**src/rtl/adder_nbit.sv**
```systemverilog
// Registered N-bit unsigned adder with carry-out flag, one cycle of latency.
// Define ADDER_SATURATE_EN to clamp the result to all ones on carry-out instead of wrapping.
module adder_nbit #(
  parameter int N_BITS = 8
) (
  input  logic              i_clk,
  input  logic              i_rst_n,
  input  logic              i_valid,
  input  logic [N_BITS-1:0] i_operand1,
  input  logic [N_BITS-1:0] i_operand2,
  output logic              o_valid,
  output logic [N_BITS-1:0] o_result,
  output logic              o_overflow
);

  logic [N_BITS:0]   sum;
  logic [N_BITS-1:0] next_result;

  // The extra top bit of the zero-extended sum is the carry-out.
  assign sum = {1'b0, i_operand1} + {1'b0, i_operand2};

  always_comb begin
`ifdef ADDER_SATURATE_EN
    next_result = sum[N_BITS] ? {N_BITS{1'b1}} : sum[N_BITS-1:0];
`else
    next_result = sum[N_BITS-1:0];
`endif
  end

  // Result and flag only load on valid cycles; otherwise they hold while o_valid drops.
  always_ff @(posedge i_clk or negedge i_rst_n) begin
    if (!i_rst_n) begin
      o_valid    <= 1'b0;
      o_result   <= '0;
      o_overflow <= 1'b0;
    end else begin
      o_valid <= i_valid;
      if (i_valid) begin
        o_result   <= next_result;
        o_overflow <= sum[N_BITS];
      end
    end
  end

endmodule

```
**config.mk**
```make
export PLATFORM = sky130hd
export DESIGN_NAME = adder_nbit
export DESIGN_NICKNAME = d
export VERILOG_FILES = /design/src/rtl/adder_nbit.sv
export SDC_FILE = /design/constraint.sdc
export NUM_CORES = 1
export LEC_CHECK = 0
export BUFFER_PORTS_ARGS = -buffer_cell sky130_fd_sc_hd__buf_2
export CAP_MARGIN = 5
export CORE_MARGIN = 5
export CORE_UTILIZATION = 50
export CTS_BUF_LIST = sky130_fd_sc_hd__clkbuf_16
export DETAILED_ROUTE_END_ITERATION = 7
export PLACE_DENSITY_LB_ADDON = 0.15
export SYNTH_ARGS = -nofsm -noshare
export SYNTH_HDL_FRONTEND = slang
export SYNTH_SLANG_ARGS = --single-unit
```
**constraint.sdc**
```tcl
create_clock -name i_clk -period 1.5 [get_ports i_clk]
set_input_delay 0.15 -clock i_clk [delete_from_list [all_inputs] [get_ports i_clk]]
set_output_delay 0.15 -clock i_clk [all_outputs]
set_load 0.02 [all_outputs]
```
==> flow_summary.ini <==
[setup_path]
crit_type = in -> reg
cp.arrival_ns = 1.51
worst-path-max-fanout = 3
crit_path_start_kind = primary input
worstPathRequired_ns = 1.61
r2r_cells = 3
cp-end-kind = flip-flop

[finish]
fin_nets = 135
syn2layout_area_growth_pct = 34.2
n_fill_cell = 101
diodes = 0
final_util_pct = 73.5
drive_gt1_share_pct = 37.7

[floorplanning]
die-area_um2 = 2350
io_pins = 29
initial_core_util_pct = 54.8
coreArea_um2 = 1350
die_w_um = 48.5
rows = 13
die_h_um = 48.5

[yosys]
yosysUniqueCellTypes = 28
synth_top_area_share_pct = 33.8
post-synth-top-count-cell = dfrtp_1
synth.area.top_cells = dfrtp_1, ha_1, a21oi_1, o21ai_0, a211oi_1
ys_dominant_reg_cell = dfrtp_1
synthesis.nets = 102
synth_edf_count = 0
syn-mean-instance-area_um2 = 9.99
synth_cells = 74
yosys.area.top_type = dfrtp_1
yosysWarnings = 0
synth_area_um2 = 739
synth_common_cells = dfrtp_1, ha_1, a21oi_1, o21ai_0, nor2_1
synth_seq_cells = 10
ys_async_sr_fraction_pct = 100
yosysSeqAreaShare_pct = 33.8

[drt]
via_count = 692
drc = 0
first_pass_iters = 5
drtAntennaViolNets = 0
viasPerCell = 5.72
wl_um = 1740
drt_iter0_markers = 9
wl_per_cell_um = 14.4

[placement]
dp_hpwl_um = 1290
io_buffers = 28
gp_congestion = 0.774
place_ws_ns = -0.127

[worst_hold_path]
min_path_cells = 1
hold_path_class = in -> reg

[sta]
worst_pin_slew_ns = 0.359
hold_ws_ns = 0.232
finalHoldViolCount = 0
rsz0062_at_grt = false
finClkSkew_ns = 0
min_period_ns = 1.40
relSlewSlack_pct = 76.1
setup_tns_ns = 0
worst_slack_ns = 0.0999
final_max_slew_viol_count = 0
setup_violations = 0
fmax_mhz = 714
fin_crit_sh_pct = 93.3

[power]
p_per_area_nw_per_um2 = 1160
ir_drop_v = 0.000795
p_leak_nw = 0.481
p_total_mw = 1.15

[global_route]
grt_pass1_wl_um = 3060
track_usage_pct = 16.2
antenna_found_initial = 0
met1_usage_pct = 19.2
grt_use_met2_pct = 26.1
groute.layer.met3.usage_pct = 5.20
busiest_layer = met2
grt.overflow.total = 0
grt_max_degree = 23
grt_pass1_vias = 690

[clock_network]
cts_buffer_depth = 2
cts_setup_buffers = 0
numCtsBuffers = 3
cts_tree = yes
clk_pin_slew_worst_paths_ns = 0.04
htree_levels = 1
clk_latency_ns = 0.23
cts.repair.resized = 0
cts_root_buffer = clkbuf_16
clock-sinks = 10

[job]
max_cap_violations = 0

[status]
status = complete, no violations
-- sequential cells by signal, indices dropped and copies added (netlist names) --
register / cells
o_result: 8
o_overflow: 1
o_valid: 1
-- critical path: stages --
cell	delay, ns
buf_2	0.10
ha_1	0.21
fa_1	0.42
a211oi_2	0.29
o21bai_2	0.13
nand4b_1	0.11
o211ai_1	0.10
-- placed cells by master (no fill, tap or decap), drive strengths merged --
cell type and count:
mux2 3, xnor2 1, inv 3, nor2b 2
dfrtp 10, xor2 1, ha 8, a21oi 6
o211ai 2, o21ai 9, o21bai 1, nand3 1
a21o 2, mux2i 2, a211oi 4, buf 30
o32ai 1, clkbuf 3, nor3b 1, o22ai 2
clkinv 1, nor2 4, nand4b 2, fa 1
dlygate4sd3 1, nand3b 2, nand2 3
-- logic make-up (layout without fill, tap and decap cells) --
group                    count (synthesis)  after routing  synth area share (%)
flip-flops                              10             10                  33.8
adder cells (fa/ha/maj)                  9              9                  16.2
AND/OR/NAND/NOR                         15             15                  11.3
XOR/XNOR                                 2              2                  2.37
AO/OA/AOI/OAI                           27             27                  25.4
buffers and inverters                    6             38                  3.55
multiplexers                             5              5                  7.28
-- final timing paths --
check                              start           to  slack (ns)
max reg2reg                  o_result[5]  o_result[5]        0.64
max                        i_operand1[0]  o_result[6]         0.1
max in group asynchronous        i_rst_n  o_result[5]        1.00
min reg2reg                  o_result[0]  o_result[0]        0.48
min                              i_valid      o_valid        0.23
min in group asynchronous        i_rst_n  o_result[1]        0.31
-- layout make-up --
type / count / area (um^2) / share of cell area [%]
multi-input cells: 58 / 468 / 47.2
flip-flops and latches: 10 / 250 / 25.2
repair buffers: 31 / 165 / 16.6
clock buffers: 3 / 75.1 / 7.57
well taps: 15 / 18.8 / 1.89
inverters: 3 / 11.3 / 1.13
clock inverters: 1 / 3.75 / 0.378
-- metal layers --
layer	share of wire [%]	vias up
met5	0	-
met4	3.1	0
met3	8.1	8
met2	50	31
met1	39	308
li1	-	345
-- through the flow --
step | cells | instance area [um^2]
after floorplan | 74 | 744
after global placement | 116 | 903
after detailed placement | 116 | 903
after CTS | 121 | 992
after global routing | 121 | 992
final | 121 | 992
-- power by group --
part,internal (mW),switching (mW)
registers,0.315,0.0200
logic,0.143,0.195
clock network,0.350,0.126
-- timing repair --
| item | in CTS | in global routing |
|---|---|---|
| hold buffers | 1 | 0 |
| endpoints found under the setup margin | 0 | 0 |
| endpoints found under the hold margin | 10 | 0 |
Note: power is estimated with default switching activity, not from simulation.
